===== src/rtl/sha256_block_engine.sv =====
// Iterative SHA-256 compression: one round per clock over a registered working set,
// followed by the feed-forward add into the chaining state.
module sha256_block_engine #(
    parameter int unsigned ROUNDS = 64
) (
    input  logic        clk,
    input  logic        rst,
    input  logic        inValid,
    output logic        inReady,
    input  logic [31:0] blockIn [0:15],
    input  logic [31:0] hashIn  [0:7],
    output logic        outValid,
    input  logic        outReady,
    output logic [31:0] hashOut [0:7],
    input  logic        abort,
    output logic        busy,
    output logic [5:0]  roundIdx
);
    typedef enum logic [1:0] {IDLE, ROUND, FINAL, DONE} state_t;

    localparam logic [5:0] LAST_ROUND = 6'(ROUNDS - 1);
    localparam logic [31:0] K [0:63] = '{
        32'h428a2f98, 32'h71374491, 32'hb5c0fbcf, 32'he9b5dba5, 32'h3956c25b, 32'h59f111f1, 32'h923f82a4, 32'hab1c5ed5,
        32'hd807aa98, 32'h12835b01, 32'h243185be, 32'h550c7dc3, 32'h72be5d74, 32'h80deb1fe, 32'h9bdc06a7, 32'hc19bf174,
        32'he49b69c1, 32'hefbe4786, 32'h0fc19dc6, 32'h240ca1cc, 32'h2de92c6f, 32'h4a7484aa, 32'h5cb0a9dc, 32'h76f988da,
        32'h983e5152, 32'ha831c66d, 32'hb00327c8, 32'hbf597fc7, 32'hc6e00bf3, 32'hd5a79147, 32'h06ca6351, 32'h14292967,
        32'h27b70a85, 32'h2e1b2138, 32'h4d2c6dfc, 32'h53380d13, 32'h650a7354, 32'h766a0abb, 32'h81c2c92e, 32'h92722c85,
        32'ha2bfe8a1, 32'ha81a664b, 32'hc24b8b70, 32'hc76c51a3, 32'hd192e819, 32'hd6990624, 32'hf40e3585, 32'h106aa070,
        32'h19a4c116, 32'h1e376c08, 32'h2748774c, 32'h34b0bcb5, 32'h391c0cb3, 32'h4ed8aa4a, 32'h5b9cca4f, 32'h682e6ff3,
        32'h748f82ee, 32'h78a5636f, 32'h84c87814, 32'h8cc70208, 32'h90befffa, 32'ha4506ceb, 32'hbef9a3f7, 32'hc67178f2
    };

    function automatic logic [31:0] rotr(input logic [31:0] x, input int unsigned n);
        return (x >> n) | (x << (32 - n));
    endfunction

    function automatic logic [31:0] bsig0(input logic [31:0] x);
        return rotr(x, 2) ^ rotr(x, 13) ^ rotr(x, 22);
    endfunction

    function automatic logic [31:0] bsig1(input logic [31:0] x);
        return rotr(x, 6) ^ rotr(x, 11) ^ rotr(x, 25);
    endfunction

    function automatic logic [31:0] ssig0(input logic [31:0] x);
        return rotr(x, 7) ^ rotr(x, 18) ^ (x >> 3);
    endfunction

    function automatic logic [31:0] ssig1(input logic [31:0] x);
        return rotr(x, 17) ^ rotr(x, 19) ^ (x >> 10);
    endfunction

    state_t      state, stateNext;
    logic [31:0] w    [0:15];
    logic [31:0] hReg [0:7];
    logic [31:0] v    [0:7];
    logic [31:0] t1, t2, wNext;

    assign inReady = (state == IDLE) && !rst;
    assign busy    = (state != IDLE);

    always_comb begin
        t1    = v[7] + bsig1(v[4]) + ((v[4] & v[5]) ^ (~v[4] & v[6])) + K[roundIdx] + w[0];
        t2    = bsig0(v[0]) + ((v[0] & v[1]) ^ (v[0] & v[2]) ^ (v[1] & v[2]));
        wNext = w[0] + ssig0(w[1]) + w[9] + ssig1(w[14]);
    end

    always_comb begin
        stateNext = state;
        if (abort) begin
            stateNext = IDLE;
        end else begin
            case (state)
                IDLE:    if (inValid) stateNext = ROUND;
                ROUND:   if (roundIdx == LAST_ROUND) stateNext = FINAL;
                FINAL:   stateNext = DONE;
                DONE:    if (outReady) stateNext = IDLE;
                default: stateNext = IDLE;
            endcase
        end
    end

    always_ff @(posedge clk) begin
        if (rst) state <= IDLE;
        else     state <= stateNext;
    end

    always_ff @(posedge clk) begin
        if (rst) begin
            outValid <= 1'b0;
            roundIdx <= '0;
            hashOut  <= '{default: '0};
        end else if (abort) begin
            outValid <= 1'b0;
            roundIdx <= '0;
        end else begin
            case (state)
                IDLE: begin
                    if (inValid) begin
                        w        <= blockIn;
                        hReg     <= hashIn;
                        v        <= hashIn;
                        roundIdx <= '0;
                    end
                end
                ROUND: begin
                    // w[0] always holds the schedule word for the current round
                    for (int unsigned i = 0; i < 15; i++) w[i] <= w[i + 1];
                    w[15]    <= wNext;
                    v[0]     <= t1 + t2;
                    v[1]     <= v[0];
                    v[2]     <= v[1];
                    v[3]     <= v[2];
                    v[4]     <= v[3] + t1;
                    v[5]     <= v[4];
                    v[6]     <= v[5];
                    v[7]     <= v[6];
                    roundIdx <= roundIdx + 1'b1;
                end
                FINAL: begin
                    for (int unsigned i = 0; i < 8; i++) hashOut[i] <= hReg[i] + v[i];
                    outValid <= 1'b1;
                end
                DONE: begin
                    if (outReady) outValid <= 1'b0;
                end
                default: ;
            endcase
        end
    end
endmodule

===== config.mk =====
export PLATFORM = sky130hd
export DESIGN_NAME = sha256_block_engine
export DESIGN_NICKNAME = d
export VERILOG_FILES = /design/src/rtl/sha256_block_engine.sv
export SDC_FILE = /design/constraint.sdc
export NUM_CORES = 2
export LEC_CHECK = 0
export CORE_AREA = 8 8 398 400
export CTS_CLUSTER_DIAMETER = 30
export DETAILED_ROUTE_END_ITERATION = 16
export DIE_AREA = 0 0 406 408
export GPL_TIMING_DRIVEN = 0
export PLACE_DENSITY = 0.75
export SKIP_CTS_REPAIR_TIMING = 1
export SYNTH_ARGS = -nofsm -noshare
export SYNTH_HDL_FRONTEND = slang
export SYNTH_SLANG_ARGS = --single-unit
export TNS_END_PERCENT = 30

===== constraint.sdc =====
create_clock -name clk -period 136.8 [get_ports clk]
set_clock_uncertainty 0.15 [all_clocks]
set_input_delay 27.36 -clock clk [delete_from_list [all_inputs] [get_ports clk]]
set_output_delay 27.36 -clock clk [all_outputs]
set_load 0.02 [all_outputs]

### Yosys cells after proc, flatten, opt, wreduce, memory -nomap -nowiden

Memory sizes are Yosys's and may differ from the RTL's.
Cells that the tools add are included.

| word-level totals | value |
|---|---|
| ROM bits | 2048 |
| memories | 1 |
| flip-flop bits (word level) | 1289 |
| word-level logic and storage cells | 128 |

| operators by class | value |
|---|---|
| $add $sub $neg | 19 |
| eq/ne operators | 7 |
| reduce and logical (&&, ||, !) cells | 13 |
| bitwise operators | 30 |
| $lt $le $gt $ge | 1 |
| multiplexer cells | 14 |

Memory list:

| memory | depth | bits a word | rd ports | clocked after Yosys merged registers in | write ports | line | RTL |
|---|---|---|---|---|---|---|---|
| (name not given) | 64 | 32 | 1 | 0 | 0 | 63 | `t1 = v[7] + bsig1(v[4]) + ((v[4] & v[5]) ^ (~v[4] & v[6])) + K[roundIdx] + w[0];` |

Operators by type and width:

| cell | count |
|---|---|
| $pmux W512 S2 | 1 |
| $add A32 B32 Y32 | 18 |
| $mux W512 | 1 |
| $pmux W256 S2 | 1 |
| $xor A32 B32 Y32 | 9 |
| $mux W256 | 1 |
| $and A32 B32 Y32 | 5 |
| $mux W32 | 2 |
| $not A32 Y32 | 1 |
| $or A10 B32 Y32 | 1 |
| $or A13 B32 Y32 | 1 |
| $or A14 B32 Y32 | 1 |
| $or A15 B32 Y32 | 1 |
| $or A19 B32 Y32 | 1 |
| $or A21 B32 Y32 | 1 |
| $or A25 B32 Y32 | 1 |
| $or A26 B32 Y32 | 1 |
| $or A30 B32 Y32 | 1 |
| $or A7 B32 Y32 | 1 |
| $xor A32 B22 Y32 | 1 |
| $xor A32 B29 Y32 | 1 |
| $pmux W6 S2 | 1 |
| $pmux W2 S4 | 1 |
| $reduce_and A4 Y1 | 2 |
| 19 further kinds | 29 |

### Depth between registers and ports, before layout

| depth | value |
|---|---|
| depth after elaboration | 9 |
| mapped depth | 38 |

### Least setup slack after synthesis

Ideal clock, no wire load.

| path | value |
|---|---|
| kind | input to register |
| start point | in abort |
| end point | reg v[0] in the netlist's numbering, enable pin |
| required time | 134.725 ns |
| setup slack | 75.092 ns |
| data arrival time | 59.633 ns |
| setup time | 1.925 ns |
| buffers on the path | 1 |
| stages | 3 |
| path through | or2_2 -> clkbuf_1 -> nor2_1 |

| between the ends | value |
|---|---|
| longest elaborated chain between the ends | 2 |

Ends and longest elaborated chain:

| element | line | RTL |
|---|---|---|
| start: declaration | 15 | `input logic abort,` |
| $not A1 Y1 (no source line) | - |  |
| $reduce_and A4 Y1 (no source line) | - |  |
| end signal: assignment | 102 | `v <= hashIn;` |
| end: declaration | 56 | `logic [31:0] v [0:7];` |

No other way between the ends.
A chain may end at the register's enable or synchronous reset.

### Worst setup path after layout

| path | value |
|---|---|
| start point | in rst |
| end point | out inReady |

| between the ends | value |
|---|---|
| longest elaborated chain between the ends | 2 |

Ends and longest elaborated chain:

| element | line | RTL |
|---|---|---|
| start: declaration | 7 | `input logic rst,` |
| $logic_not A1 Y1 | 59 | `assign inReady = (state == IDLE) && !rst;` |
| $logic_and A1 B1 Y1 | 59 |  |
| end: declaration | 9 | `output logic inReady,` |

No other way between the ends.

==> results.sh <==
export IMPL_status="finished, violations left"
export IMPL_violations="capacitance limit, slew limit"
export IMPL_yosysTopAreaCell="edfxtp_1"
export IMPL_rrSetupSlack_ns=125.05
export IMPL_start_util_pct=50.6
export IMPL_wl_per_cell_microns=32.4
export IMPL_fin_nets=9514
export IMPL_synth_area_sq_um=77200
export IMPL_grt_max_degree=37
export IMPL_tightest_slew_ns=1.53
export IMPL_fmax_mhz=16.9
export IMPL_power_total_mw=2.89
export IMPL_dieArea_sq_um=166000
export IMPL_hold_path_end="hashOut[238]$_SDFFE_PP0P_"
export IMPL_dpl_instance_area_sq_um=91000
export IMPL_maxSlewHeadroom_pct=-1.82
export IMPL_power_density_nw_per_um2=28.6
export IMPL_post_route_period_util_pct=43.3
export IMPL_multiInputGateArea_sq_um=38200
export IMPL_clockBufferDepth=4
export IMPL_grt_remaining_overflow=0
export IMPL_ios=1038
export IMPL_finalInstanceArea_sq_um=101000
export IMPL_fin_ws_ns=77.58
export IMPL_synth_edf_count=1024
export IMPL_cts_made_buffers=303
export IMPL_nFillCells=11562
export IMPL_synth_top_family_by_area="compound AO/OA/AOI/OAI gates"
export IMPL_synthDistinctLibCells=86
export IMPL_rsz0062_at_grt="false"
export IMPL_route_detailed_drc=0
export IMPL_cp_arrival_ns=31.71
export IMPL_start_kind="primary input"
export IMPL_gp_congestion=0.981
export IMPL_final_seq_area_sq_um=36100
export IMPL_ys_seq_area_share_pct=46.7
export IMPL_synth_ff_type="edfxtp_1"
export IMPL_finalCriticalPeriod_ns=59.22
export IMPL_area_delta_synth_final_pct=31.1
export IMPL_path_clk_slew_ns=0.05
export IMPL_finalSetupViolCount=0
export IMPL_critPathRequiredTime_ns=109.29
export IMPL_worstSetupPathType="in2out"
export IMPL_synth_top_area_share_pct=39.8
export IMPL_yosysMostFrequentCell="edfxtp_1"
export IMPL_syn_nets=8134
export IMPL_synth_commonest_cells="edfxtp_1 (1024), mux2_2 (766), inv_1 (506)"
export IMPL_antenna_found_initial=60
export IMPL_drive_gt1_share_pct=16.1
export IMPL_whs_ns=0.301
export IMPL_min_path_cells=2
export IMPL_fin_util_pct=66.3
export IMPL_hold_viol_final=0
export IMPL_synthMuxAreaShare_pct=11.6
export IMPL_hold_start="hashOut[238]$_SDFFE_PP0P_"
export IMPL_synth_top_cells_by_area="edfxtp_1 (40%), mux2_2 (11%), dfxtp_1 (6.9%)"
export IMPL_maxSlewViolCount=21
export IMPL_r2r_end="v[254]$_DFFE_PP_"
export IMPL_r2r_start="roundIdx[2]$_SDFFE_PN0P_"
export IMPL_synth_cells=6765
export IMPL_core_area_sq_um=153000
export IMPL_drtPass1Iterations=9
export IMPL_h_tree_depth=5
export IMPL_cp_max_fo=10
export IMPL_track_usage_pct=39.2
export IMPL_vias=63682
export IMPL_synth_compound_area_share_pct=12.7
export IMPL_via_per_inst=6.08
export IMPL_ys_seq_elements=1289
export IMPL_cts_sinks=1289
export IMPL_die_h_microns=408
export IMPL_cts_tree="yes"
export IMPL_grt_pass1_wl_microns=463000
export IMPL_place_inst=9884
export IMPL_ff2ff_path_depth=33
export IMPL_ant_nets=0
export IMPL_grt_pass1_vias=63436
export IMPL_yosys_area_share_simple_pct=7.42
export IMPL_yosys_warnings=0
export IMPL_tns_ns=0
export IMPL_fp_dieW_microns=406
export IMPL_synthArstFlopShare_pct=0
export IMPL_rows=144
export IMPL_dpl_hpwl_microns=269000
export IMPL_worst_hold_path_type="reg2reg"
export IMPL_yosys_area_share_adder_pct=11.6
export IMPL_clk_latency_ns=0.93
export IMPL_post_place_ws_ns=77.67
export IMPL_end_kind="output port"
export IMPL_cap_violations=4
export IMPL_syn_area_per_cell_sq_um=11.4
export IMPL_p_leak_nw=38.3
export IMPL_synth_xor_area_share_pct=6.11
export IMPL_port_buffers=1037
export IMPL_wirelength_microns=340000
export IMPL_drtIter0Drc=7185
export IMPL_cts_root_buffer="clkbuf_16"
export IMPL_ir_worst_vdd_v=0.0000506
export IMPL_stdcell_count=10467
==> flip-flops by register name (all words and copies together) (netlist names) <==
signal / cells
hashOut: 256
outValid: 1
state: 2
v: 256
w: 512
hReg: 256
roundIdx: 6
==> cell usage in the layout (no fill, tap or decap), drive strengths merged, types with 70 or more instances in the layout <==
| cell type | instances |
|---|---|
| fa | 197 |
| buf | 70 |
| mux2 | 766 |
| clkbuf | 621 |
| nand2b | 77 |
| nor2 | 277 |
| a21oi | 468 |
| inv | 537 |
| o21ai | 330 |
| ha | 399 |
| edfxtp | 1024 |
| nand2 | 505 |
| clkdlybuf4s50 | 1037 |
| dfxtp | 265 |
| clkinv | 77 |
| nand3 | 90 |
| a21o | 212 |
| xor2 | 196 |
| xnor2 | 337 |
==> worst max path at each step <==
stage                 start                to  slack [ns]
floorplan             abort    v[0]$_DFFE_PP_       75.09
global placement    inValid  w[225]$_DFFE_PP_       58.28
detailed placement      rst           inReady       77.67
CTS                     rst           inReady       77.64
global route            rst           inReady       77.71
finish                  rst           inReady       77.58
==> power breakdown <==
group | switching (mW) | leakage, nW | internal [mW] | total, mW
registers | 0.0209 | 11.5 | 0.456 | 0.476
logic | 1.03 | 21.9 | 0.669 | 1.70
clock network | 0.233 | 4.86 | 0.482 | 0.716
==> final cells by class <==
| type | count | area share [%] |
|---|---|---|
| Sequential cell | 1289 | 35.6 |
| Antenna cell | 47 | 0.116 |
| Buffer | 284 | 1.07 |
| Clock inverter | 167 | 1.85 |
| Tap cell | 2044 | 2.53 |
| Timing Repair Buffer | 1075 | 11.1 |
| Multi-Input combinational cell | 4685 | 37.7 |
| Inverter | 507 | 1.88 |
| Clock buffer | 369 | 8.11 |
==> worst max-delay path, cell delays in order <==
cell and delay (ns):
clkdlybuf4s50_1 0.55, clkbuf_1 0.94, clkbuf_1 1.11, buf_1 1.07, nor2_1 0.07, clkdlybuf4s50_1 0.59
==> per-layer routing <==
| layer | up-vias | track usage (%) | part of all wire [%] |
|---|---|---|---|
| met5 | - | 0 | 0.053 |
| met4 | 26 | 26.4 | 8.1 |
| met3 | 932 | 10.5 | 10 |
| met2 | 3895 | 63.0 | 46 |
| met1 | 31369 | 46.0 | 36 |
| li1 | 27460 | - | - |
==> cell families after synthesis <==
family,Yosys count
compound gates,1516
xor+xnor,535
fa+ha+maj,599
buf+inv,791
flops,1289
mux,789
simple gates,1246
Note: power is estimated with default switching activity, not from simulation.
